File: config.mk
export PLATFORM = sky130hd
export DESIGN_NAME = a2d_sequencer
export DESIGN_NICKNAME = d
export VERILOG_FILES = /design/src/rtl/a2d_sequencer.sv
export SDC_FILE = /design/constraint.sdc
export NUM_CORES = 1
export LEC_CHECK = 0
export CAP_MARGIN = 20
export CORE_MARGIN = 2
export CORE_UTILIZATION = 58
export CTS_CLUSTER_SIZE = 20
export DETAILED_ROUTE_END_ITERATION = 7
export GPL_TIMING_DRIVEN = 0
export PLACE_DENSITY_LB_ADDON = 0.08
export RECOVER_POWER = 50
export SLEW_MARGIN = 10
export SYNTH_ARGS = -nofsm -noshare
export SYNTH_HDL_FRONTEND = slang
export SYNTH_SLANG_ARGS = --single-unit
File: constraint.sdc
create_clock -name clk -period 5.3 [get_ports clk]
set_input_delay 0.53 -clock clk [delete_from_list [all_inputs] [get_ports clk]]
set_output_delay 0.53 -clock clk [all_outputs]
set_load 0.05 [all_outputs]
File: src/rtl/a2d_sequencer.sv
// a2d_sequencer: autonomous round-robin sampler for the 8-channel SPI A2D.
// Every conversion interval one slot is converted with two SPI frames
// (address, then read-back) and the 12-bit result is held in its register.
//
// Ports:
//   clk, rst_n   system clock, async active-low reset
//   MISO         serial data from the A2D
//   SS_n         A2D slave select, active low (registered)
//   SCLK         SPI clock, idles high (divider MSB)
//   MOSI         serial data to the A2D (shift register MSB)
//   batt         latest channel 0 result
//   curr         latest channel 1 result
//   brake        latest channel 3 result
//   torque       latest channel 4 result
//   smpl_rdy     one-clk pulse when a result register updates
//   smpl_chnl    slot index of the last update (0 batt, 1 curr, 2 brake, 3 torque)
module a2d_sequencer #(
  parameter int FAST_SIM = 1
) (
  input  logic        clk,
  input  logic        rst_n,
  input  logic        MISO,
  output logic        SS_n,
  output logic        SCLK,
  output logic        MOSI,
  output logic [11:0] batt,
  output logic [11:0] curr,
  output logic [11:0] brake,
  output logic [11:0] torque,
  output logic        smpl_rdy,
  output logic [1:0]  smpl_chnl
);

  localparam int unsigned TMR_W  = (FAST_SIM != 0) ? 11 : 14;
  localparam int unsigned DIV_W  = 5;
  localparam int unsigned CNT_W  = 4;
  localparam int unsigned WORD_W = 16;
  localparam int unsigned SLOT_W = 2;
  localparam int unsigned CHN_W  = 3;

  localparam logic [DIV_W-1:0] DIV_REST = 5'b10111;
  localparam logic [DIV_W-1:0] DIV_RISE = 5'b01111;
  localparam logic [DIV_W-1:0] DIV_FALL = 5'b11111;

  typedef enum logic [2:0] {
    S_IDLE,
    S_CMD,
    S_GAP,
    S_READ,
    S_DONE
  } state_t;

  state_t              state_q, state_d;
  logic [TMR_W-1:0]    tmr_q;
  logic [SLOT_W-1:0]   slot_q;
  logic                gap_q;
  logic [DIV_W-1:0]    div_q;
  logic [WORD_W-1:0]   shift_q;
  logic                shadow_q;
  logic                armed_q;
  logic [CNT_W-1:0]    bit_cnt_q;

  logic                expire_c;
  logic                frame_start_c;
  logic                done_c;
  logic                rise_pt_c;
  logic                fall_pt_c;
  logic                frame_end_c;
  logic [CHN_W-1:0]    chnl_c;
  logic [WORD_W-1:0]   cmd_c;

  // Free-running interval timer; conversions never restart it.
  always_ff @(posedge clk or negedge rst_n) begin
    if (!rst_n) begin
      tmr_q <= '0;
    end else begin
      tmr_q <= tmr_q + TMR_W'(1);
    end
  end

  assign expire_c = &tmr_q;

  // Slot to A2D channel mapping and command word.
  always_comb begin
    chnl_c = 3'd0;
    case (slot_q)
      2'd0:    chnl_c = 3'd0;
      2'd1:    chnl_c = 3'd1;
      2'd2:    chnl_c = 3'd3;
      default: chnl_c = 3'd4;
    endcase
  end

  assign cmd_c = {2'b00, chnl_c, 11'h000};

  // Frame engine edge points. The first fall of a frame precedes any rise,
  // so shifting is armed only once a MISO bit has been captured.
  assign rise_pt_c   = !SS_n && (div_q == DIV_RISE);
  assign fall_pt_c   = !SS_n && armed_q && (div_q == DIV_FALL);
  assign frame_end_c = fall_pt_c && (bit_cnt_q == CNT_W'(15));

  // FSM state register.
  always_ff @(posedge clk or negedge rst_n) begin
    if (!rst_n) begin
      state_q <= S_IDLE;
    end else begin
      state_q <= state_d;
    end
  end

  // FSM next-state and control decode.
  always_comb begin
    state_d       = state_q;
    frame_start_c = 1'b0;
    done_c        = 1'b0;
    case (state_q)
      S_IDLE: begin
        if (expire_c) begin
          state_d       = S_CMD;
          frame_start_c = 1'b1;
        end
      end
      S_CMD: begin
        if (frame_end_c) begin
          state_d = S_GAP;
        end
      end
      S_GAP: begin
        if (gap_q) begin
          state_d       = S_READ;
          frame_start_c = 1'b1;
        end
      end
      S_READ: begin
        if (frame_end_c) begin
          state_d = S_DONE;
        end
      end
      S_DONE: begin
        done_c  = 1'b1;
        state_d = S_IDLE;
      end
      default: state_d = S_IDLE;
    endcase
  end

  // Two-clk SS_n-high gap between the address and read-back frames.
  always_ff @(posedge clk or negedge rst_n) begin
    if (!rst_n) begin
      gap_q <= 1'b0;
    end else begin
      gap_q <= (state_q == S_GAP) ? ~gap_q : 1'b0;
    end
  end

  // SPI frame engine. The divider rests at 10111 while SS_n is high and
  // counts from the clk SS_n falls, putting the first SCLK fall 8 clks later.
  always_ff @(posedge clk or negedge rst_n) begin
    if (!rst_n) begin
      SS_n      <= 1'b1;
      div_q     <= DIV_REST;
      shift_q   <= '0;
      shadow_q  <= 1'b0;
      armed_q   <= 1'b0;
      bit_cnt_q <= '0;
    end else if (frame_start_c) begin
      SS_n      <= 1'b0;
      div_q     <= DIV_REST + DIV_W'(1);
      shift_q   <= cmd_c;
      armed_q   <= 1'b0;
      bit_cnt_q <= '0;
    end else if (!SS_n) begin
      // The last fall point ends the frame with SCLK parked high.
      if (frame_end_c) begin
        SS_n  <= 1'b1;
        div_q <= DIV_REST;
      end else begin
        div_q <= div_q + DIV_W'(1);
      end
      if (rise_pt_c) begin
        shadow_q <= MISO;
        armed_q  <= 1'b1;
      end
      if (fall_pt_c) begin
        shift_q   <= {shift_q[WORD_W-2:0], shadow_q};
        bit_cnt_q <= bit_cnt_q + CNT_W'(1);
      end
    end
  end

  assign SCLK = div_q[DIV_W-1];
  assign MOSI = shift_q[WORD_W-1];

  // Result capture, ready pulse and slot advance.
  always_ff @(posedge clk or negedge rst_n) begin
    if (!rst_n) begin
      batt      <= '0;
      curr      <= '0;
      brake     <= '0;
      torque    <= '0;
      smpl_rdy  <= 1'b0;
      smpl_chnl <= '0;
      slot_q    <= '0;
    end else begin
      smpl_rdy <= done_c;
      if (done_c) begin
        smpl_chnl <= slot_q;
        slot_q    <= slot_q + SLOT_W'(1);
        case (slot_q)
          2'd0:    batt   <= shift_q[11:0];
          2'd1:    curr   <= shift_q[11:0];
          2'd2:    brake  <= shift_q[11:0];
          default: torque <= shift_q[11:0];
        endcase
      end
    end
  end

endmodule

**After elaboration in Yosys (flattened, before gate mapping)**

Cells that the tools add are included.

- Reductions and logical operators: 19
- Eq/ne operators: 14
- Multiplexer cells: 26
- Bitwise logic cells: 4
- Add/subtract/negate cells: 4

Operators with widths:

| cell | number |
|---|---|
| $mux W16 | 3 |
| $mux W5 | 3 |
| $mux W3 | 4 |
| $mux W4 | 3 |
| $pmux W3 S4 | 1 |
| $reduce_and A2 Y1 | 6 |
| $add A11 B1 Y11 const B | 1 |
| $reduce_and A11 Y1 | 1 |
| $mux W1 | 10 |
| $pmux W3 S3 | 1 |
| $ne A2 B2 Y1 const B | 4 |
| $eq A3 B2 Y1 const B | 2 |
| $add A5 B1 Y5 const B | 1 |
| $eq A5 B4 Y1 const B | 1 |
| $eq A5 B5 Y1 const B | 1 |
| $add A4 B1 Y4 const B | 1 |
| $eq A4 B4 Y1 const B | 1 |
| $logic_and A1 B1 Y1 | 4 |
| $not A1 Y1 | 4 |
| $reduce_and A4 Y1 | 1 |
| $reduce_bool A2 Y1 | 2 |
| $eq A3 B1 Y1 const B | 1 |
| $eq A3 B3 Y1 const B | 1 |
| $logic_not A3 Y1 | 1 |
| other kinds (9) | 9 |

- Logic and storage cells: 83
- Output and inout port bits: 54
- Register bits: 96
- Input port bits: 3

**Depth between registers and ports, before layout**

Gate-level depths: netlist of the first run.

- Depth in word-level cells: 7
- Depth in mapped cells: 8
- Mapped depth without buffers: 7

**Worst setup path after synthesis of the first run**

No wires, ideal clock.

- Path kind: register -> register
- Start: register div_q[0]
- End: register div_q[3]
- Required time: 5.174 ns
- Library setup time: 0.126 ns
- Clock period less this slack: 2.129 ns
- Stages on the path, launching flop included: 8
- Path buffers: 0
- Setup slack: 3.171 ns
- Data arrival time: 2.003 ns
- Path through: dfstp_2 -> ha_1 -> and3_1 -> ha_1 -> nand3b_1 -> nor2_1 -> o21ai_0 -> a221o_2

- Word-level cells in the longest chain between the ends: 6
- Elaborated cells between the ends (all ways): 7
- Those cells by class: add/sub (1); eq/ne (1); mux (3); reduce/logical (2)

Ends and longest elaborated chain:

| what | RTL line | source |
|---|---|---|
| start, declared | 57 | `logic [DIV_W-1:0] div_q;` |
| start signal, assigned | 168 | `div_q <= DIV_REST + DIV_W'(1);` |
| start signal, assigned | 178 | `div_q <= div_q + DIV_W'(1);` |
| parallel branches: the longest is 3 deep, another holds $add A5 B1 Y5 | -- |  |
| $mux W5 (*) | 174 | `if (frame_end_c) begin` |
| $mux W5 (*) | 172 | `end else if (!SS_n) begin` |
| $mux W5 (*) | 166 | `end else if (frame_start_c) begin` |

Every way passes the cells marked *. The select of a mux whose other input is x is not followed.
A chain may end at the register's enable or synchronous reset.

**Worst setup path after layout of the first run**

Same ends and word-level chain as after synthesis.

==> qor.csv, run 1 <==
metric,value,unit
smallest setup slack after layout,2.72,ns
average footprint of a synthesized cell,13.0,um2
per-cell routed wire length,15.2,um
effective utilization at floorplan,59.2,%
part of the cycle the worst path needs,48.7,%
via count,2478,
Slew @ Worst Pin,1.87,ns
P&R area growth vs syn,22.3,%
clock slew at the register clock pins of the worst setup and hold paths,0.09,ns
post-route DRC violation count,0,
number of library cell types mapped by synthesis,36,
fraction of final layout cells with drive strength greater than 1,22.2,%
largest driver fanout on the critical path,10,
maximum number of buffers from clock root to sink,2,
buffer type at the clock tree root,sky130_fd_sc_hd__clkbuf_8,
Post-Synthesis Net Count,318,
clock tree sinks,96,
Worst VDD drop,166,uV
RSZ-0062 raised after global routing,no,
clock tree from TritonCTS,done,
routability congestion estimate,0.759,
final max-slew violation count,34,
die boundary height,86.6,um
"Gates resized, CTS repair",0,
count of antenna-violating nets left after detailed routing,0,
number of warnings reported in the yosys synthesis log,0,
H-tree depth,3,
number of primary I/O pins,57,
Layout Skew,0.00937,ns
part of the power in combinational logic,1.4,%
Post-Synthesis Cells,305,
element type at the critical path end,register,
proportion of synthesized flip-flops having asynchronous set or reset,100,%
worst-case setup slack after placement,2.75,ns
switching power summed over all nets,0.000253,W
register share of total power,58.4,%
CP Data Arrival Time,2.81,ns
placed wire-length estimate after detailed placement,4810,um
number of CTS-inserted buffers,9,
outcome,"finished, violations left",
port buffer count,56,
All-Layer GR Usage,20.3,%
first drt pass iteration count,4,
Max transition margin,-24.6,%
"commonest non-fill, non-tap cell in the layout",sky130_fd_sc_hd__dfrtp_1,
Site Rows,30,
cts-stage hold buffer count,0,
Hold Worst Slack,0.452,ns
largest net degree at the start of global routing,64,
DRC violation total after the first TritonRoute iteration,80,
required time of the critical path,5.53,ns
number of antenna cells inserted,0,
proportion of total power due to net switching,20.2,%
final critical delay including setup and external delays,2.58,ns
portion of total power attributed to the clock network,40.2,%
vias per cell,5.41,
final hold violation count,0,
nets,386,
post-CTS setup-driven buffer insertion count,0,
clock latency of the later-clocked register in the worst-skew pair,0.35,ns
launching element type of the critical path,register,
via count of the first global-routing pass,2484,
crit path from,div_q[0],
launch point of the worst reg-to-reg path,div_q[0],
Internal Pwr Total,0.00100,W
class of the most critical hold timing path,reg -> reg,
die area,7490,um2
TNS Setup,0,ns
max-capacitance violation count,1,
placeable core region,6680,um2
static leakage power,2.26,nW
final cell count without fillers,458,
wire length after detailed routing,6970,um
synthesis-stage register bit count,96,
number of setup violations in the final report,0,
DP Area,4640,um2
Crit Path Class,reg -> reg,
placed cell count,442,
final global-route overflow total,0,
"commonest non-fill, non-tap cells in the layout","sky130_fd_sc_hd__dfrtp_1 (91), sky130_fd_sc_hd__clkdlybuf4s50_1 (55), sky130_fd_sc_hd__mux2_2 (51)",
number of synthesized flops with an enable pin,0,
final standard cell area without fillers,4830,um2
leading register cell type out of synthesis,sky130_fd_sc_hd__dfrtp_1,
areal power density over the cells,260,nW/um2
initial antenna violation count,0,
DIE WIDTH,86.6,um
sequential share of the synthesized area,60.9,%
wire length of the first global-routing pass,11800,um
hold path start,tmr_q[0],
violations in the final reports,"capacitance limit, slew limit",
combined area of all synthesized cells,3950,um2
achievable clock frequency,387,MHz
-- through the flow --
stage / power, W / utilization [%]
after floorplan: 0.000749 / -
after global placement: 0.000765 / 69.0
after detailed placement: 0.000767 / 69.4
after CTS: 0.00127 / 72.6
after global routing: 0.00130 / 72.4
final: 0.00126 / 72.4
-- state kept, by name, summed over array words and instances (netlist names) --
register / count
gap_q: 1
shift_q: 16
batt: 12
smpl_rdy: 1
bit_cnt_q: 4
SS_n: 1
shadow_q: 1
torque: 12
slot_q: 2
smpl_chnl: 2
div_q: 5
brake: 12
curr: 12
state_q: 3
tmr_q: 11
armed_q: 1
-- kinds of logic (layout without fill, tap and decap cells) --
kind of cell    after synthesis  count (layout)  share of synthesized area (%)
simple gates                 87              87                           10.5
fa+ha+maj                    10              10                           3.17
flops                        96              96                           60.9
mux                          54              54                           15.7
compound gates               25              25                           3.80
buf+inv                      19              92                           2.82
xor+xnor                     14              14                           3.10
-- synth_stat cells, types with 3 or more instances --
cell / instances / area, um2
sky130_fd_sc_hd__dfstp_2: 5 / 131
sky130_fd_sc_hd__and2_1: 4 / 25.0
sky130_fd_sc_hd__mux2_4: 3 / 45.0
sky130_fd_sc_hd__inv_1: 8 / 30.0
sky130_fd_sc_hd__nand4_1: 4 / 25.0
sky130_fd_sc_hd__dfrtp_1: 91 / 2280
sky130_fd_sc_hd__xnor2_1: 11 / 96.3
sky130_fd_sc_hd__ha_1: 10 / 125
sky130_fd_sc_hd__nor2_1: 16 / 60.1
sky130_fd_sc_hd__nor3b_1: 3 / 22.5
sky130_fd_sc_hd__a21oi_1: 16 / 80.1
sky130_fd_sc_hd__nand2_1: 43 / 161
sky130_fd_sc_hd__xor2_1: 3 / 26.3
sky130_fd_sc_hd__mux2_2: 51 / 574
sky130_fd_sc_hd__nand3_1: 5 / 25.0
sky130_fd_sc_hd__buf_2: 4 / 20.0
-- critical path, cell delays in order, from the launching register on --
cell and delay, ns:
sky130_fd_sc_hd__dfstp_1 0.58, sky130_fd_sc_hd__ha_1 0.20, sky130_fd_sc_hd__and3_1 0.20, sky130_fd_sc_hd__ha_1 0.19, sky130_fd_sc_hd__nand3b_1 0.33, sky130_fd_sc_hd__nor2_1 0.41
sky130_fd_sc_hd__o21ai_0 0.15, sky130_fd_sc_hd__a221o_2 0.40
-- power by group through the flow --
stage                     combinational [W]  clock [W]  sequential, W
after floorplan                 0.000000709          0       0.000748
after global placement            0.0000165          0       0.000748
after detailed placement          0.0000189          0       0.000748
after CTS                         0.0000189   0.000516       0.000734
after global routing              0.0000211   0.000548       0.000734
final                             0.0000175   0.000505       0.000733
-- area by class of cell --
type                       instances  area, um2
fill                             468       1850
multi-input combinational        190       1430
clock inverter                     5       81.3
buffer                            11       73.8
timing repair buffer              57        582
clock buffer                      11        131
sequential                        96       2410
tap                               80        100
inverter                           8       30.0
-- path summary, 6_finish.rpt --
kind                             to  slack [ns]  cells past startpoint
setup / recovery           div_q[3]        2.72                      7
max in group asynchronous  div_q[3]        3.54                      1
hold reg to reg            tmr_q[0]        0.45                      1
hold / removal             tmr_q[0]        0.45                      1
min in group asynchronous  brake[8]        0.67                      1
setup reg to reg           div_q[3]        2.72                      7
-- metal layers --
metal,wire length [um],part of all wire [%],up-vias,track usage [%]
met3,182,2.6,13,3.52
met5,0,0,-,0
met4,136,2.0,0,7.53
li1,-,-,1173,-
met2,3470,50,55,33.0
met1,3180,46,1237,27.8
Power figures use the tool's default switching activity.
==> run 2, diff against run 1 <==
--- a/config.mk
+++ b/config.mk
@@ -7,7 +7,7 @@
 export LEC_CHECK = 0
 export CAP_MARGIN = 20
 export CORE_MARGIN = 2
-export CORE_UTILIZATION = 58
+export CORE_UTILIZATION = 54
 export CTS_CLUSTER_SIZE = 20
 export DETAILED_ROUTE_END_ITERATION = 7
 export GPL_TIMING_DRIVEN = 0
==> constraint.sdc (replaced) <==
create_clock -name clk -period 2.6 [get_ports clk]
set_input_delay 0.26 -clock clk [delete_from_list [all_inputs] [get_ports clk]]
set_output_delay 0.26 -clock clk [all_outputs]
set_load 0.05 [all_outputs]
==> run 2 against run 1 <==
  * The flow now finishes without violations
  * Utilization fell by 5.3 points
  * Die area rose by 7.1%
  * Global-route usage fell by 1.6 points
  * Combinational power rose by 88%
  * Non-clock buffer count rose by 1
  * Critical path type unchanged
==> qor.csv, run 2 (same netlist as run 1, synthesis figures left out) <==
metric,value,unit
outcome,"finished, final reports clean",
"commonest non-fill, non-tap cell in the layout",sky130_fd_sc_hd__dfrtp_1,
switching power summed over all nets,0.000535,W
largest net degree at the start of global routing,60,
port buffer count,56,
max layer used,met4,
number of CTS-inserted buffers,9,
total routed wire length on the met1 layer,3440,um
crit-path max cell delay,0.57,ns
H-tree depth,3,
number of primary I/O pins,57,
first drt pass iteration count,4,
All-Layer GR Usage,18.8,%
buffer type at the clock tree root,sky130_fd_sc_hd__clkbuf_8,
register share of total power,62.8,%
routability congestion estimate,0.727,
achievable clock frequency,418,MHz
final cell count without fillers,478,
"commonest non-fill, non-tap cells in the layout","sky130_fd_sc_hd__dfrtp_1 (91), sky130_fd_sc_hd__mux2_2 (51), sky130_fd_sc_hd__clkdlybuf4s50_1 (45)",
number of antenna cells inserted,0,
class of the most critical hold timing path,reg -> reg,
post-CTS setup-driven buffer insertion count,0,
initial antenna violation count,0,
P&R area growth vs syn,21.8,%
clock latency of the later-clocked register in the worst-skew pair,0.35,ns
number of buffers and inverters on the critical path,0,
max-capacitance violation count,0,
number of setup violations in the final report,0,
Layout Skew,0.0130,ns
final global-route overflow total,0,
element type at the critical path end,register,
vias per cell,5.14,
static leakage power,2.29,nW
part of the power in combinational logic,1.4,%
via count of the first global-routing pass,2292,
DIE WIDTH,89.6,um
metal2 WL,3270,um
launching element type of the critical path,register,
areal power density over the cells,495,nW/um2
clock tree from TritonCTS,done,
required time of the critical path,2.84,ns
final critical delay including setup and external delays,2.39,ns
placeable core region,7180,um2
maximum number of buffers from clock root to sink,2,
fraction of final layout cells with drive strength greater than 1,23.7,%
post-route DRC violation count,0,
wire length after detailed routing,7070,um
top cell family by delay on the critical path,simple AND/OR/NAND/NOR gates,
placed wire-length estimate after detailed placement,4930,um
most flop-heavy register,shift_q,
RSZ-0062 raised after global routing,no,
Crit Path Class,reg -> reg,
per-cell routed wire length,14.8,um
die area,8020,um2
portion of total power attributed to the clock network,35.8,%
part of the cycle the worst path needs,92.0,%
CP Data Arrival Time,2.63,ns
nets,387,
clock tree sinks,96,
final max-slew violation count,0,
die boundary height,89.6,um
Site Rows,31,
Worst VDD drop,302,uV
clock slew at the register clock pins of the worst setup and hold paths,0.09,ns
CP Cell Sequence,ha_1 > and3_1 > ha_1 > nand3b_1 > nor2_2 > o21ai_0 > a221o_2,
wire length of the first global-routing pass,11400,um
Internal Pwr Total,0.00185,W
largest driver fanout on the critical path,10,
"Max stage delay cell, worst path",sky130_fd_sc_hd__dfstp_2,
effective utilization at floorplan,55.1,%
proportion of total power due to net switching,22.5,%
Slew @ Worst Pin,0.898,ns
number of flip-flops in the largest register,16,
cell type with the highest occurrence count on the critical path,sky130_fd_sc_hd__ha_1,
final hold violation count,0,
placed cell count,461,
count of antenna-violating nets left after detailed routing,0,
DRC violation total after the first TritonRoute iteration,118,
Max transition margin,40.1,%
via count,2458,
utilization after layout,67.1,%
routed wire length on met3,259,um
==> run 2: cell type report <==
cell class	count	area (um2)
Sequential cell	96	2410
Fill cell	554	2360
Multi-Input combinational cell	190	1440
Timing Repair Buffer	58	573
Clock buffer	9	124
Tap cell	99	124
Buffer	11	73.8
Clock inverter	7	45.0
Inverter	8	30.0
==> run 2: power groups by stage <==
stage / Sequential [W] / Clock [W] / Combinational [W]
after floorplan: 0.00152 / 0 / 0.00000144
after global placement: 0.00153 / 0 / 0.0000336
after detailed placement: 0.00152 / 0 / 0.0000388
after CTS: 0.00150 / 0.000879 / 0.0000397
after global routing: 0.00150 / 0.000950 / 0.0000398
final: 0.00150 / 0.000853 / 0.0000329
==> run 2: path summary, 6_finish.rpt <==
check | startpoint | cells past startpoint | slack [ns] | endpoint
setup / recovery | div_q[0] | 7 | 0.21 | div_q[3]
hold / removal | gap_q | 1 | 0.45 | gap_q
setup reg to reg | div_q[0] | 7 | 0.21 | div_q[3]
hold reg to reg | gap_q | 1 | 0.45 | gap_q
max in group asynchronous | rst_n | 3 | 0.64 | curr[1]
min in group asynchronous | rst_n | 2 | 0.57 | batt[8]
==> run 2: metal layers <==
metal,GRT usage [%],up-vias
li1,-,1170
met1,26.9,1234
met2,28.0,47
met3,4.99,7
met4,6.11,0
met5,0,-
==> run 2: worst register-to-register path, stage by stage (launching register included) <==
cell                       delay (ns)
sky130_fd_sc_hd__dfstp_2         0.57
sky130_fd_sc_hd__ha_1            0.18
sky130_fd_sc_hd__and3_1          0.19
sky130_fd_sc_hd__ha_1            0.18
sky130_fd_sc_hd__nand3b_1        0.31
sky130_fd_sc_hd__nor2_2          0.33
sky130_fd_sc_hd__o21ai_0         0.14
sky130_fd_sc_hd__a221o_2         0.39
==> run 2: repair_timing <==
| action | in CTS | in global routing |
|---|---|---|
| endpoints found under the setup margin | 0 | 1 |
| resized for setup | 0 | 1 |
| hold buffers | 1 | 0 |
| hold endpoints to repair | 34 | 0 |
==> run 2: per-stage QoR <==
step           setup TNS (ns)  hold slack (ns)  area [um2]  total power (W)  worst slack (ns)
2_1_floorplan               0          -0.0356        3950          0.00153             0.471
3_3_place_gp          -204.65            0.433        4640          0.00156             -2.20
3_5_place_dp                0            0.262        4660          0.00156             0.126
4_1_cts                     0            0.420        4840          0.00241            0.0978
5_1_grt                     0            0.471        4810          0.00249            0.0462
6_report                    0            0.454        4810          0.00238             0.208
